`src/rtl/timer_cmp.sv`:
```
// timer_cmp: Count/Compare timer interrupt with a saturating hit counter; TIMER_PERIODIC_EN adds periodic re-arm
module timer_cmp #(
  parameter int WIDTH = 32,
  parameter int HITW  = 8
) (
  input  logic             clk,
  input  logic             rst,
  input  logic [WIDTH-1:0] count_in,
  input  logic             we,
  input  logic [1:0]       addr,
  input  logic [WIDTH-1:0] wdata,
  output logic [WIDTH-1:0] rdata,
  input  logic             ack,
  output logic             irq
);
`ifdef TIMER_PERIODIC_EN
  localparam logic PER = 1'b1;
`else
  localparam logic PER = 1'b0;
`endif
  logic [WIDTH-1:0] compare, per_rd;
  logic [1:0]       ctrl;
  logic             pending;
  logic [HITW-1:0]  hit_cnt;
  logic             match, wr_cmp, wr_st, adv;
  assign match  = ctrl[0] && count_in == compare;
  assign wr_cmp = we && addr == 2'd0;
  assign wr_st  = we && addr == 2'd3;
  assign adv    = match && ctrl[1] && |per_rd;
  assign irq    = pending;
`ifdef TIMER_PERIODIC_EN
  logic [WIDTH-1:0] period;
  assign per_rd = period;
  // period register, software written only
  always_ff @(posedge clk or negedge rst)
    if (!rst) period <= '0;
    else if (we && addr == 2'd2) period <= wdata;
`else
  assign per_rd = '0;
`endif
  // compare: software write wins over the periodic advance
  always_ff @(posedge clk or negedge rst)
    if (!rst) compare <= '1;
    else compare <= wr_cmp ? wdata : adv ? compare + per_rd : compare;
  // ctrl: en always, periodic only when the feature is built in
  always_ff @(posedge clk or negedge rst)
    if (!rst) ctrl <= '0;
    else if (we && addr == 2'd1) ctrl <= {PER & wdata[1], wdata[0]};
  // pending: compare write clears and masks the match; match beats ack / w1c
  always_ff @(posedge clk or negedge rst)
    if (!rst) pending <= 1'b0;
    else pending <= wr_cmp ? 1'b0 : match ? 1'b1 : (ack || (wr_st && wdata[0])) ? 1'b0 : pending;
  // hit_cnt: saturating; a compare write suppresses the match, status bit1 clears
  always_ff @(posedge clk or negedge rst)
    if (!rst) hit_cnt <= '0;
    else if (wr_st && wdata[1]) hit_cnt <= '0;
    else if (match && !wr_cmp && !(&hit_cnt)) hit_cnt <= hit_cnt + 1'b1;
  // register read mux
  always_comb
    rdata = addr == 2'd0 ? compare :
            addr == 2'd1 ? WIDTH'(ctrl) :
            addr == 2'd2 ? per_rd :
            WIDTH'({hit_cnt, 7'b0, pending});
endmodule

```
`config.mk`:
```
export PLATFORM = sky130hd
export DESIGN_NAME = timer_cmp
export DESIGN_NICKNAME = d
export VERILOG_FILES = /design/src/rtl/timer_cmp.sv
export SDC_FILE = /design/constraint.sdc
export NUM_CORES = 1
export LEC_CHECK = 0
export CORE_MARGIN = 1.5
export CORE_UTILIZATION = 43
export CTS_CLUSTER_SIZE = 20
export DETAILED_ROUTE_END_ITERATION = 12
export GPL_ROUTABILITY_DRIVEN = 0
export MAX_ROUTING_LAYER = met4
export PLACE_DENSITY = 0.89
export SLEW_MARGIN = 20
export SYNTH_ARGS = -nofsm -noshare
export SYNTH_HDL_FRONTEND = slang
export SYNTH_SLANG_ARGS = --single-unit
```
`constraint.sdc`:
```
create_clock -name clk -period 2 [get_ports clk]
set_input_delay 0.4 -clock clk [delete_from_list [all_inputs] [get_ports clk]]
set_output_delay 0.4 -clock clk [all_outputs]
set_load 0.01 [all_outputs]
```
; Word level (Yosys, flattened, before mapping)
; Cells that the tools add are included.
[classes]
add_sub_neg = 1
multipliers = 0
n_div = 0
n_lt_le_gt_ge = 0
n_eq_ne = 4
shift = 0
mux = 9
bitwise = 0
reduce_logical = 15
[ops]
columns = op, n
row1 = $mux 32, 3
row2 = $eq 32x32->1, 1
row3 = $mux 16, 1
row4 = $mux 8, 2
row5 = $add 8x1->8 const B, 1
row6 = $logic_and 1x1->1, 8
row7 = $reduce_and 8->1, 1
row8 = $eq 2x2->1 const B, 2
row9 = $mux 1, 3
row10 = $reduce_bool 3->1, 1
row11 = $eq 2x1->1 const B, 1
row12 = $logic_not 1->1, 2
row13 = $logic_not 2->1, 1
row14 = $reduce_bool 2->1, 1
row15 = $logic_or 1x1->1, 1
[word_totals]
ff_bits = 42
latchBits = 0
mem_bits_rw = 0
romBits = 0
input_bits = 70
mem_count = 0

; Longest topological paths before layout
[logic_depth]
depth_word = 7
ltp_mapped = 8
mapped_depth_nobuf = 7

; Least setup slack after synthesis
; OpenSTA, ideal clock, no wires.
[synth_timing]
path_type = register to register
startpoint = reg compare[19]
endpoint = reg hit_cnt[7]
setup_time_ps = 120
arrival_time_ps = 1637
slack_ps = 243
stages_incl_launch_ff = 8
n_path_buf = 1
synth_period_minus_slack_ps = 1757
cell_sequence = dfstp_2 -> xnor2_1 -> nand4_1 -> nor4_2 -> and3_1 -> buf_6 -> a21oi_1 -> a31o_2
[synth_via]
elab_chain_cells = 5
[synth_rtl]
columns = item, line
row1 = start: declaration, 21  ; logic [WIDTH-1:0] compare, per_rd;
row2 = start signal: assignment, 44  ; else compare <= wr_cmp ? wdata : adv ? compare + per_rd : compare;
row3 = $eq 32x32->1, 26  ; assign match = ctrl[0] && count_in == compare;
row4 = $logic_and 1x1->1, 26
row5 = $logic_and 1x1->1 (2 in series), 57  ; else if (match && !wr_cmp && !(&hit_cnt)) hit_cnt <= hit_cnt + 1'b1;
row6 = $reduce_bool 2->1 (no source line), --
row7 = end signal: assignment, 57
row8 = end: declaration, 24  ; logic [HITW-1:0] hit_cnt;
; Every way passes these cells.
; A chain may end at the register's enable or synchronous reset.

; Final worst setup path
[layout_timing]
startpoint = in addr[0]
endpoint = out rdata[16]
[layout_via]
elab_chain_cells = 2
[layout_rtl]
columns = item, line
row1 = start: declaration, 10  ; input logic [1:0] addr,
row2 = $logic_not 2->1, 60  ; rdata = addr == 2'd0 ? compare :
row3 = $mux 32, 60
row4 = end: declaration, 12  ; output logic [WIDTH-1:0] rdata,
; Every way passes these cells.

==> out/qor.yml <==
status:
  status: "complete, no violations"
critical_path:
  startpoint: "addr[0]"
  timing.rr.start: "compare[26]$_DFFE_PN1P_"
  arrival_ns: 1.55
  worst-path-max-fanout: 6
  critical-path-slowest-cell: "sky130_fd_sc_hd__clkdlybuf4s50_1"
  timing.setup.critical_path_class: "in2out"
  critical_path.top_delay_family: "buffers and inverters"
  cell_chain_of_the_critical_path: "clkdlybuf4s15_2 -> nor2_4 -> buf_6 -> and2_1 -> clkdlybuf4s50_1"
  worst_setup_path_end_kind: "output port"
  setup.worst_path.start_class: "input port"
  critical_path.max_stage_delay_ns: 0.53
  critical_path.n_buffers_inverters: 3
  critical_path_required_ns: 1.60
yosys:
  synth.lib_cells_used.distinct: 34
  synth_cells: 213
  ys_seq_elements: 42
  post_synth_instance_area_sq_mm: 0.002409
  synth_enable_flop_cells: 0
  synth_nets: 284
  seq_area_frac_synth_pct: 45.30
  ys.flop_type: "sky130_fd_sc_hd__dfstp_2"
  syn_warnings: 0
  asyncSetResetFlopFracSynth_pct: 100.0
  synth_area_per_cell_sq_um: 11.31
timing:
  timing.hold.ws_ns: 0.08511
  layout_worst_path_cycle_share_pct: 97.60
  worst_slew_slack_as_a_fraction_of_its_limit_pct: 62.57
  final.setup.worst_slack_ns: 0.04802
  period_minus_slack_ns: 1.952
  hold_violation_total_from_the_final_report: 0
  fin_worst_skew_ns: 0.006571
  achievable-frequency_ghz: 0.5123
  worst_slew_pin_tran_ns: 0.5615
  drv_slew: 0
  setup_viol: 0
  rsz0062_at_grt: "no"
global_route:
  grt_antenna_before_repair: 0
  groute.usage.overall_pct: 22.69
  grt_first_pass_wirelength_um: 10310
  grt_max_degree: 33
  first_global_vias: 2184
  globalRouteOverflowTotal: 0
placed_design:
  dpl-instance-area_sq_mm: 0.003641
  io_buffers: 102
  hpwl_um: 4886
  place_worst_setup_slack_ns: -0.4543
power:
  power_density_mw_per_mm2: 643.0
  ir_drop_mv: 0.4026
  total_leakage_power_nw: 1.652
routing:
  drt_iter0_markers: 93
  post-route-drc-count: 0
  wl_per_cell_um: 15.83
  detailroute.via_count: 2066
  routed_wl_um: 6475
  vias_per_cell: 5.051
  dr.pass1.iters: 4
  postRouteAntennaNets: 0
clock_network:
  clkSinkCount: 42
  clkSlewWorstSetupHoldPaths_ns: 0.08
  cts.htree.levels: 2
  tritoncts: "yes"
  number_of_buffers_created_by_cts: 5
  clock_tree_root_driver_cell: "sky130_fd_sc_hd__clkbuf_8"
  worstSkewPairLatency_ns: 0.30
  clk_path_buf_depth: 2
cells_and_area:
  antenna_cells: 0
  final_nets: 407
  post_route_cells_drive_above_1_share_pct: 31.75
  areaGrowthSynthToFinish_pct: 56.00
  postLayoutCellArea_sq_mm: 0.003757
floorplanning:
  die_height_um: 77.84
  die_w_um: 77.84
  design.die.area_sq_mm: 0.006059
  core-area_sq_mm: 0.005439
  placementRows: 27
  initial_core_utilization_pct: 44.28
  io-pin-count: 103
hold_path:
  holdCritPathClass: "in2async"
run:
  maxCapViolations: 0
area by class of cell:
type | count | area [sq um]
Inverter | 2 | 7.507
Sequential cell | 42 | 1091
Tap cell | 72 | 90.09
Timing Repair Buffer | 125 | 1191
Multi-Input combinational cell | 160 | 1297
Clock buffer | 8 | 80.08
Fill cell | 437 | 1682
report_power, final:
| group | switching [mW] | internal, mW | total (mW) |
|---|---|---|---|
| sequential | 0.113 | 1.07 | 1.18 |
| combinational | 0.251 | 0.451 | 0.702 |
| clock | 0.281 | 0.248 | 0.529 |
sequential cells by signal (all words and copies together) (netlist names):
register	cells
irq	1
hit_cnt	8
compare	32
ctrl	1
synth_stat cells, types with 2 or more instances:
| cell type | n | area share (%) |
|---|---|---|
| sky130_fd_sc_hd__nand3_1 | 3 | 0.62 |
| sky130_fd_sc_hd__nor2_1 | 8 | 1.2 |
| sky130_fd_sc_hd__a22o_1 | 8 | 2.9 |
| sky130_fd_sc_hd__o21ai_0 | 2 | 0.42 |
| sky130_fd_sc_hd__nor3_1 | 3 | 0.62 |
| sky130_fd_sc_hd__a21oi_1 | 4 | 0.83 |
| sky130_fd_sc_hd__nand4_1 | 11 | 2.9 |
| sky130_fd_sc_hd__buf_2 | 4 | 0.83 |
| sky130_fd_sc_hd__mux2_2 | 33 | 15 |
| sky130_fd_sc_hd__xnor2_1 | 29 | 11 |
| sky130_fd_sc_hd__mux2i_1 | 4 | 1.7 |
| sky130_fd_sc_hd__and2_1 | 24 | 6.2 |
| sky130_fd_sc_hd__and3_1 | 2 | 0.52 |
| sky130_fd_sc_hd__dfrtp_1 | 10 | 10 |
| sky130_fd_sc_hd__xor2_1 | 4 | 1.5 |
| sky130_fd_sc_hd__clkbuf_1 | 4 | 0.62 |
| sky130_fd_sc_hd__inv_1 | 2 | 0.31 |
| sky130_fd_sc_hd__nand2_1 | 10 | 1.6 |
| sky130_fd_sc_hd__dfstp_2 | 32 | 35 |
| sky130_fd_sc_hd__a31o_2 | 2 | 0.73 |
placed cells by master (no fill, tap or decap), types with 2 or more instances in the layout:
cell type                         count
sky130_fd_sc_hd__a22o_1               8
sky130_fd_sc_hd__mux2_2              33
sky130_fd_sc_hd__xnor2_1             28
sky130_fd_sc_hd__inv_1                2
sky130_fd_sc_hd__nor2_1               7
sky130_fd_sc_hd__o21ai_0              2
sky130_fd_sc_hd__clkdlybuf4s50_1     61
sky130_fd_sc_hd__nand3_1              3
sky130_fd_sc_hd__clkbuf_8             5
sky130_fd_sc_hd__clkbuf_1             3
sky130_fd_sc_hd__nand2_1             10
sky130_fd_sc_hd__a21oi_1              3
sky130_fd_sc_hd__a31o_2               2
sky130_fd_sc_hd__dfstp_2             32
sky130_fd_sc_hd__buf_4               19
sky130_fd_sc_hd__dfrtp_1             10
sky130_fd_sc_hd__dlymetal6s2s_1       7
sky130_fd_sc_hd__mux2i_1              4
sky130_fd_sc_hd__nor3_2               2
sky130_fd_sc_hd__buf_2                2
sky130_fd_sc_hd__and2_1              24
sky130_fd_sc_hd__dlygate4sd2_1       31
sky130_fd_sc_hd__xor2_1               4
sky130_fd_sc_hd__buf_6                2
sky130_fd_sc_hd__nand4_1             11
final timing paths:
| path | end | slack, ns | cells past startpoint |
|---|---|---|---|
| min in group clk | ctrl[0]$_DFFE_PN0P_ | 0.56 | 1 |
| worst min-delay path | hit_cnt[1]$_DFFE_PN0P_ | 0.09 | 1 |
| worst max register to register | hit_cnt[4]$_DFFE_PN0P_ | 0.10 | 6 |
| worst min register to register | ctrl[0]$_DFFE_PN0P_ | 0.56 | 1 |
| worst max-delay path | rdata[16] | 0.05 | 5 |
| max in group asynchronous | compare[29]$_DFFE_PN1P_ | 1.32 | 2 |
cell families (layout without fill, tap and decap cells):
logic type      after synthesis  count (layout)  share of synthesized area [%]
simple gates                 70              70                          16.88
flops                        42              42                          45.30
mux                          37              37                          17.09
xor+xnor                     33              33                          12.00
compound gates               19              19                          5.975
buf+inv                      11             135                          2.234
fa+ha+maj                     1               1                         0.5194
stage by stage:
step / total power, mW / setup TNS, ns / utilization, % / cells
floorplan: 1.527 / 0 / - / 213
global placement: 1.893 / -17.42 / 66.94 / 399
detailed placement: 1.920 / -19.22 / 66.94 / 399
CTS: 2.419 / 0 / 68.02 / 407
global route: 2.545 / 0 / 69.08 / 409
finish: 2.416 / 0 / 69.08 / 409
worst register-to-register path, cell delays in order (launching register included):
cell and delay, ns:
sky130_fd_sc_hd__dfstp_2 0.55, sky130_fd_sc_hd__xnor2_1 0.13, sky130_fd_sc_hd__nand4_1 0.16, sky130_fd_sc_hd__nor4_2 0.33, sky130_fd_sc_hd__nand3_1 0.17, sky130_fd_sc_hd__or3_1 0.38, sky130_fd_sc_hd__a21oi_2 0.13
routing by layer:
layer | vias up | wire length [um] | track usage (%)
met2 | 67 | 3188 | 37.83
met3 | 15 | 304 | 5.059
li1 | 992 | - | -
met5 | - | 0 | -
met4 | 0 | 159 | 8.182
met1 | 992 | 2821 | 26.83
what timing repair did:
item                       4_1_cts  5_1_grt
setup endpoints to repair       37        7
setup buffers                    0        2
gates resized for setup         44       12
pin swaps                        1       13
hold buffers                     0        0
Power figures use the tool's default switching activity.
